[config.mk]
export PLATFORM = sky130hd
export DESIGN_NAME = reg_bus_initiator
export DESIGN_NICKNAME = d
export VERILOG_FILES = /design/src/rtl/reg_bus_initiator.sv
export SDC_FILE = /design/constraint.sdc
export NUM_CORES = 1
export LEC_CHECK = 0
export CAP_MARGIN = 20
export CELL_PAD_IN_SITES_DETAIL_PLACEMENT = 1
export CELL_PAD_IN_SITES_GLOBAL_PLACEMENT = 2
export CORE_UTILIZATION = 25
export DETAILED_ROUTE_END_ITERATION = 6
export PLACE_DENSITY = 0.83
export SETUP_SLACK_MARGIN = 0.05
export SKIP_CTS_REPAIR_TIMING = 1
export SYNTH_ARGS = -nofsm -noshare
export SYNTH_HDL_FRONTEND = slang
export SYNTH_SLANG_ARGS = --single-unit
[constraint.sdc]
create_clock -name clk -period 3.2 [get_ports clk]
set_input_delay 0.64 -clock clk [delete_from_list [all_inputs] [get_ports clk]]
set_output_delay 0.64 -clock clk [all_outputs]
set_load 0.03 [all_outputs]
[src/rtl/reg_bus_initiator.sv]
// reg_bus_initiator: command-driven initiator for the simple register bus.
// Accepts WRITE / READ / RMW commands on a valid/ready port, sequences the
// bus_wen / bus_ren strobes, captures read data one cycle after bus_ren and
// returns exactly one response per accepted command.
// Optional build macro: REGBUS_RMW_EN enables the read-modify-write op; when
// it is undefined, op 2'b10 completes as an error response with no bus access.
module reg_bus_initiator #(
  parameter int unsigned ADDRWIDTH = 4,
  parameter int unsigned DATAWIDTH = 8,
  parameter int unsigned NUM_REGS  = 4
) (
  input  logic                 clk,
  input  logic                 rst_n,
  input  logic                 cmd_valid,
  output logic                 cmd_ready,
  input  logic [1:0]           cmd_op,
  input  logic [ADDRWIDTH-1:0] cmd_addr,
  input  logic [DATAWIDTH-1:0] cmd_wdata,
  input  logic [DATAWIDTH-1:0] cmd_mask,
  output logic                 rsp_valid,
  input  logic                 rsp_ready,
  output logic [DATAWIDTH-1:0] rsp_rdata,
  output logic                 rsp_err,
  output logic [ADDRWIDTH-1:0] bus_addr,
  output logic                 bus_wen,
  output logic [DATAWIDTH-1:0] bus_wr_data,
  output logic                 bus_ren,
  input  logic [DATAWIDTH-1:0] bus_rd_data
);

  localparam logic [1:0] OP_WRITE = 2'b00;
`ifdef REGBUS_RMW_EN
  localparam logic [1:0] OP_RMW   = 2'b10;
  localparam logic [1:0] OP_RSVD  = 2'b11;
`endif

  typedef enum logic [2:0] {
    IDLE,
    WR,
    RD,
    CAP,
`ifdef REGBUS_RMW_EN
    RMW_WR,
`endif
    RESP
  } state_t;

  state_t state;

  logic op_bad;
  logic addr_bad;
  logic cmd_bad;

`ifdef REGBUS_RMW_EN
  logic                 is_rmw;
  logic [DATAWIDTH-1:0] wdata_q;
  logic [DATAWIDTH-1:0] mask_q;
  logic [DATAWIDTH-1:0] rmw_merge;

  // Only the reserved encoding is illegal when RMW is built in
  assign op_bad = (cmd_op == OP_RSVD);

  // Bitwise merge: masked bits take the new value, the rest keep the read value
  assign rmw_merge = (bus_rd_data & ~mask_q) | (wdata_q & mask_q);
`else
  logic unused_mask;

  // Without RMW support both 2'b10 and 2'b11 are rejected
  assign op_bad = cmd_op[1];

  // The mask has no consumer in this build
  assign unused_mask = ^cmd_mask;
`endif

  // Addresses at or beyond the implemented register count are rejected
  assign addr_bad = (32'(cmd_addr) >= 32'(NUM_REGS));
  assign cmd_bad  = op_bad | addr_bad;

  // Command sequencer: state, bus strobes and response, all registered
  always_ff @(posedge clk or negedge rst_n) begin
    if (!rst_n) begin
      state       <= IDLE;
      cmd_ready   <= 1'b1;
      rsp_valid   <= 1'b0;
      rsp_err     <= 1'b0;
      rsp_rdata   <= '0;
      bus_addr    <= '0;
      bus_wen     <= 1'b0;
      bus_wr_data <= '0;
      bus_ren     <= 1'b0;
`ifdef REGBUS_RMW_EN
      is_rmw      <= 1'b0;
      wdata_q     <= '0;
      mask_q      <= '0;
`endif
    end else begin
      // Strobes are single-cycle pulses unless a state re-asserts them
      bus_wen <= 1'b0;
      bus_ren <= 1'b0;

      case (state)
        IDLE: begin
          if (cmd_valid && cmd_ready) begin
            cmd_ready <= 1'b0;
            if (cmd_bad) begin
              // Rejected command: respond next cycle without touching the bus
              state     <= RESP;
              rsp_valid <= 1'b1;
              rsp_err   <= 1'b1;
              rsp_rdata <= '0;
            end else begin
              bus_addr <= cmd_addr;
`ifdef REGBUS_RMW_EN
              is_rmw   <= (cmd_op == OP_RMW);
              wdata_q  <= cmd_wdata;
              mask_q   <= cmd_mask;
`endif
              if (cmd_op == OP_WRITE) begin
                state       <= WR;
                bus_wen     <= 1'b1;
                bus_wr_data <= cmd_wdata;
              end else begin
                state   <= RD;
                bus_ren <= 1'b1;
              end
            end
          end
        end

        WR: begin
          state     <= RESP;
          rsp_valid <= 1'b1;
          rsp_err   <= 1'b0;
          rsp_rdata <= '0;
        end

        RD: begin
          // Responder registers the read data during this cycle
          state <= CAP;
        end

        CAP: begin
          // Read data is valid now; rsp_rdata doubles as the capture register
          rsp_rdata <= bus_rd_data;
          rsp_err   <= 1'b0;
`ifdef REGBUS_RMW_EN
          if (is_rmw) begin
            state       <= RMW_WR;
            bus_wen     <= 1'b1;
            bus_wr_data <= rmw_merge;
          end else begin
            state     <= RESP;
            rsp_valid <= 1'b1;
          end
`else
          state     <= RESP;
          rsp_valid <= 1'b1;
`endif
        end

`ifdef REGBUS_RMW_EN
        RMW_WR: begin
          state     <= RESP;
          rsp_valid <= 1'b1;
        end
`endif

        RESP: begin
          // Hold the response until the consumer takes it
          if (rsp_ready) begin
            state     <= IDLE;
            rsp_valid <= 1'b0;
            rsp_err   <= 1'b0;
            rsp_rdata <= '0;
            cmd_ready <= 1'b1;
          end
        end

        default: begin
          state     <= IDLE;
          rsp_valid <= 1'b0;
          cmd_ready <= 1'b1;
        end
      endcase
    end
  end

endmodule
==> impl_metrics.ini, run 1 <==
[die]
core_area_mm2 = 0.00435
start_util_pct = 26.2
die_width_um = 69.5
die-area_mm2 = 0.00483
io-pin-count = 59
rows = 24
die_h_um = 69.5

[clocking]
clockRootBuffer = clkbuf_8
clockBufferDepth = 2
cts_inserted_buffers = 3
cts.htree.levels = 1
clkTransAtPathRegs_ns = 0.09
clk_latency_ns = 0.27
clock_sinks = 28
cts_tree = built

[route]
dr_wl_met3_um = 147
antenna_left = 0
dr_total_vias = 891
wl_um = 2960
drcViolationCount = 0
met2WireLength_um = 1480
wl_met1_um = 1330
wl_per_cell_um = 15.7
viasPerCell = 4.71
drtIter0Drc = 11
top_layer_used = met3
drt_pass1_iterations = 4

[sta]
slew_headroom_pct = 47.0
fin_tns_setup_ns = 0
setup_viol = 0
drv_slew = 0
rsz0062_at_grt = false
finClkSkew_ns = 0.00302
hold_slack_ns = 0.493
max_freq_mhz = 455
min_period_ns = 2.20
worst_pin_slew_ns = 0.792
hold_viol = 0
period_share_pct = 68.7

[place]
gp_congestion = 0.747
port_buffers = 50
post-dp-hpwl_um = 2300
placed_cells = 185

[global_routing]
grt-ovfl-total = 0
grt_pass1_vias = 972
grt_pass1_wl_um = 5000
grt_usage_pct = 13.0
antenna_found_initial = 0
grt_max_degree = 18

[final_layout]
stdcell_count = 189
multi_input_area_um2 = 408
n_antenna_cell = 0
fill_cells = 454
syn2layout_area_growth_pct = 53.8
num-nets-final = 172
drive_gt1_share_pct = 16.8
seq_area_um2 = 702

[hold_path]
hold_class = reg -> reg
hp-start = bus_addr[2]

[run_status]
outcome = completed

[synthesis]
yosys_warnings = 0
post_synth.cell_area_avg_um2 = 13.6
yosysSeqAreaShare_pct = 61.6
syn_area_mm2 = 0.00114
synth_cells = 84
ys_ff_latch = 28
yosys.cell_types.count = 28
syn_nets = 118

[power]
powerDensity_mw_per_mm2 = 658
irDropWorstVdd_v = 0.000270
leakagePower_uw = 0.000767

[setup_path]
critPathRequiredTime_ns = 2.56
reg2reg_from = cmd_ready
critPathKind = reg -> out
crit_start = cmd_ready
cp.arrival_ns = 1.56
cp_num_buf_inv = 1
worstPathCellList = clkdlybuf4s50_1
cpPeakStageDelay_ns = 0.69
cpLargestDelayFamily = buffers and inverters
slowest_stage = clkdlybuf4s50_1
start_kind = flop
path_max_fanout = 7
cp-end-kind = primary output

[flow_run]
maxCapViolations = 0
## cells in the final DEF (no fill, tap or decap), types with 2 or more instances in the layout
cell and n:
dfrtp_1 27, and2_1 2, a21oi_1 4, nand2_1 2
a22o_1 8, nor2_1 5, clkdlybuf4s50_1 50, clkbuf_8 4
nor3_1 3, mux2_2 10, inv_1 4
## Yosys cell counts
| master | n | area (um2) |
|---|---|---|
| a41oi_1 | 1 | 8.76 |
| or3b_2 | 1 | 8.76 |
| or2_2 | 1 | 6.26 |
| a22o_1 | 8 | 70.1 |
| and2b_2 | 1 | 8.76 |
| a311oi_4 | 1 | 26.3 |
| nand2_1 | 2 | 7.51 |
| nand3_1 | 1 | 5.00 |
| mux2_2 | 10 | 113 |
| buf_6 | 1 | 11.3 |
| nor3_1 | 3 | 15.0 |
| and4_4 | 1 | 11.3 |
| dfrtp_1 | 27 | 676 |
| and4bb_2 | 1 | 12.5 |
| nor2_1 | 5 | 18.8 |
| a2bb2oi_1 | 1 | 8.76 |
| nor4_1 | 1 | 6.26 |
| o32ai_1 | 1 | 8.76 |
| dfstp_2 | 1 | 26.3 |
| and3b_1 | 1 | 8.76 |
| inv_1 | 4 | 15.0 |
| o21a_1 | 1 | 7.51 |
| a21oi_1 | 4 | 20.0 |
| and2_1 | 2 | 12.5 |
| nand4_1 | 1 | 6.26 |
| and3_1 | 1 | 6.26 |
| or3_4 | 1 | 11.3 |
| clkbuf_1 | 1 | 3.75 |
## sequential cells by signal, summed over array words and instances, names as in the netlist
name,cells
bus_addr,4
bus_ren,1
bus_wen,1
bus_wr_data,8
cmd_ready,1
rsp_err,1
rsp_rdata,8
rsp_valid,1
state,3
## layer usage
layer | GRT usage (%) | up-vias
met2 | 22.0 | 26
met1 | 17.0 | 452
met5 | 0 | -
met4 | 1.36 | 0
li1 | - | 413
met3 | 3.63 | 0
## worst paths after layout
| path | to | slack (ns) | cells past startpoint |
|---|---|---|---|
| setup / recovery | cmd_ready | 1.00 | 1 |
| hold / removal | bus_addr[2] | 0.49 | 1 |
| setup reg to reg | bus_wr_data[0] | 1.51 | 3 |
| hold reg to reg | bus_addr[2] | 0.49 | 1 |
| max in group asynchronous | bus_wr_data[5] | 1.72 | 2 |
| min in group asynchronous | bus_wen | 0.82 | 1 |
## per-stage QoR
step                      setup slack, ns  instance area [um2]  power (uW)  util, %
after floorplan                      1.48                 1140         739        -
after global placement              0.925                 1700         936     39.0
after detailed placement            0.871                 1700         949     39.0
after CTS                           0.986                 1750        1170     40.3
after global routing                0.942                 1750        1220     40.3
final                                1.00                 1750        1150     40.3
## area by class of cell
| class | count | area share (%) |
|---|---|---|
| tap | 52 | 3.71 |
| multi-input combinational | 50 | 23.3 |
| sequential | 28 | 40.0 |
| timing repair buffer | 51 | 29.0 |
| clock buffer | 4 | 3.14 |
| inverter | 4 | 0.857 |
## power by group
part	internal [uW]	switching, uW
clock	110	105
combinational	211	245
sequential	427	54.9
total	748	405
## logic make-up after synthesis
kind of cell / count (synthesis) / share of synthesized area (%)
AND/OR/NAND/NOR: 23 / 12.7
buffers and inverters: 6 / 2.63
flip-flops: 28 / 61.6
AO/OA/AOI/OAI: 17 / 13.2
multiplexers: 10 / 9.88
(Power assumes the default switching activity.)
==> inputs of run 2 (changes only) <==
CORE_UTILIZATION = 21   (was 25)
PLACE_DENSITY = 0.75   (was 0.83)
clock period = 2 ns   (was 3.2 ns; I/O delays follow)
==> run 2 against run 1 <==
Combinational power grew 68%; core utilization decreased by 5.2 points; sequential cell count unchanged; routed wire length down 4.3%; critical path type unchanged; critical endpoint is now rsp_valid; largest power group unchanged; highest routed layer is now met4.
==> impl_metrics.ini, run 2 (same netlist as run 1, synthesis figures left out) <==
[run_status]
outcome = completed

[power]
powerDensity_mw_per_mm2 = 1030
p_total_uw = 1880
irDropWorstVdd_v = 0.000278
leakagePower_uw = 0.000804

[sta]
slew_headroom_pct = 76.3
min_period_ns = 1.75
worst_pin_slew_ns = 0.355
rsz0062_at_grt = false
hold_viol = 0
setup_viol = 0
fin_tns_setup_ns = 0
worst_slack_ns = 0.247
period_share_pct = 87.7
max_freq_mhz = 570
hold_slack_ns = 0.494
finClkSkew_ns = 0.00274
drv_slew = 0

[clocking]
clockBufferDepth = 2
clk_latency_ns = 0.27
clock_sinks = 28
cts_inserted_buffers = 3
clockRootBuffer = clkbuf_8
cts.htree.levels = 1
clkTransAtPathRegs_ns = 0.09
cts_tree = built

[setup_path]
r2r_cells = 3
start_kind = flop
reg2reg_from = cmd_ready
critPathKind = reg -> out
critPathRequiredTime_ns = 1.60
cp-end-kind = primary output
critical_path_depth = 1
r2r_end = bus_wr_data[4]
slowest_stage = clkdlybuf4s50_1
path_max_fanout = 3
cp.arrival_ns = 1.35
cpLargestDelayFamily = buffers and inverters
cpPeakStageDelay_ns = 0.69
worstPathCellList = clkdlybuf4s50_1
reg2reg_slack_ns = 0.44
endpoint = rsp_valid
crit_start = rsp_valid
cp_num_buf_inv = 1

[final_layout]
num-nets-final = 177
syn2layout_area_growth_pct = 59.3
fill_cells = 563
drive_gt1_share_pct = 19.7
final_cell_mix = 49 x clkdlybuf4s50_1, 27 x dfrtp_1, 10 x mux2_2
final_common_cell = clkdlybuf4s50_1
seq_area_um2 = 702
n_antenna_cell = 0
multi_input_area_um2 = 408
stdcell_count = 212
reg.largest.list = bus_wr_data: 8 flops, rsp_rdata: 8 flops, bus_addr: 4 flops

[global_routing]
use_met1_pct = 11.4
grt_util_met3_pct = 2.38
grt_pass1_wl_um = 4200
grt_use_met2_pct = 17.8
grt_usage_pct = 10.1
busiest_layer = met2
grt_max_degree = 29
grt_pass1_vias = 952
grt-ovfl-total = 0
antenna_found_initial = 0

[die]
die_width_um = 75.7
rows = 26
die-area_mm2 = 0.00573
io-pin-count = 59
start_util_pct = 22.0
die_h_um = 75.7
core_area_mm2 = 0.00517

[route]
drcViolationCount = 0
wl_per_cell_um = 13.3
viasPerCell = 4.20
drt_pass1_iterations = 2
dr_total_vias = 891
antenna_left = 0
drtIter0Drc = 8
wl_um = 2830

[hold_path]
hold_class = in -> async

[place]
placed_cells = 208
port_buffers = 50
dp_worst_setup_slack_ns = 0.0120
gp_congestion = 0.776
post-dp-hpwl_um = 2170

[flow_run]
maxCapViolations = 0
[run 2: changes by cell type in the layout (fill, tap and decap cells not counted)]
cell,previous run,this run
buf_4,1,6
clkdlybuf4s50_1,50,49
dlymetal6s2s_1,0,1
[run 2: how the worst min path moves through the flow]
| stage | start | endpoint | slack, ns | depth (start not counted) |
|---|---|---|---|---|
| floorplan | rst_n | bus_addr[0] | 0.10 | 0 |
| global placement | bus_addr[2] | bus_addr[2] | 0.48 | 1 |
| detailed placement | bus_addr[2] | bus_addr[2] | 0.48 | 1 |
| CTS | rst_n | bus_wr_data[6] | 0.51 | 2 |
| global route | bus_addr[3] | bus_addr[3] | 0.52 | 1 |
| finish | rst_n | bus_wr_data[6] | 0.49 | 2 |
[run 2: metal layers]
metal | up-vias | part of all wire, % | wire [um]
met4 | 0 | 1.5 | 42
met2 | 30 | 50 | 1420
li1 | 422 | - | -
met3 | 5 | 4.9 | 140
met5 | - | 0 | 0
met1 | 434 | 43 | 1230
[run 2: layout make-up]
cell class	instances	share of cell area [%]
clock buffers	4	3.03
inverters	4	0.827
repair buffers	56	30.2
flip-flops and latches	28	38.7
well taps	70	4.82
multi-input cells	50	22.5
[run 2: per-stage QoR]
stage	utilization, %	instance area (um2)
detailed placement	34.0	1760
global placement	34.0	1760
floorplan	-	1140
global route	35.1	1820
finish	35.1	1820
CTS	35.1	1810
[run 2: where the power goes]
group,switching (uW),internal (uW)
clock network,172,176
logic,397,367
registers,82.7,683
total,651,1230
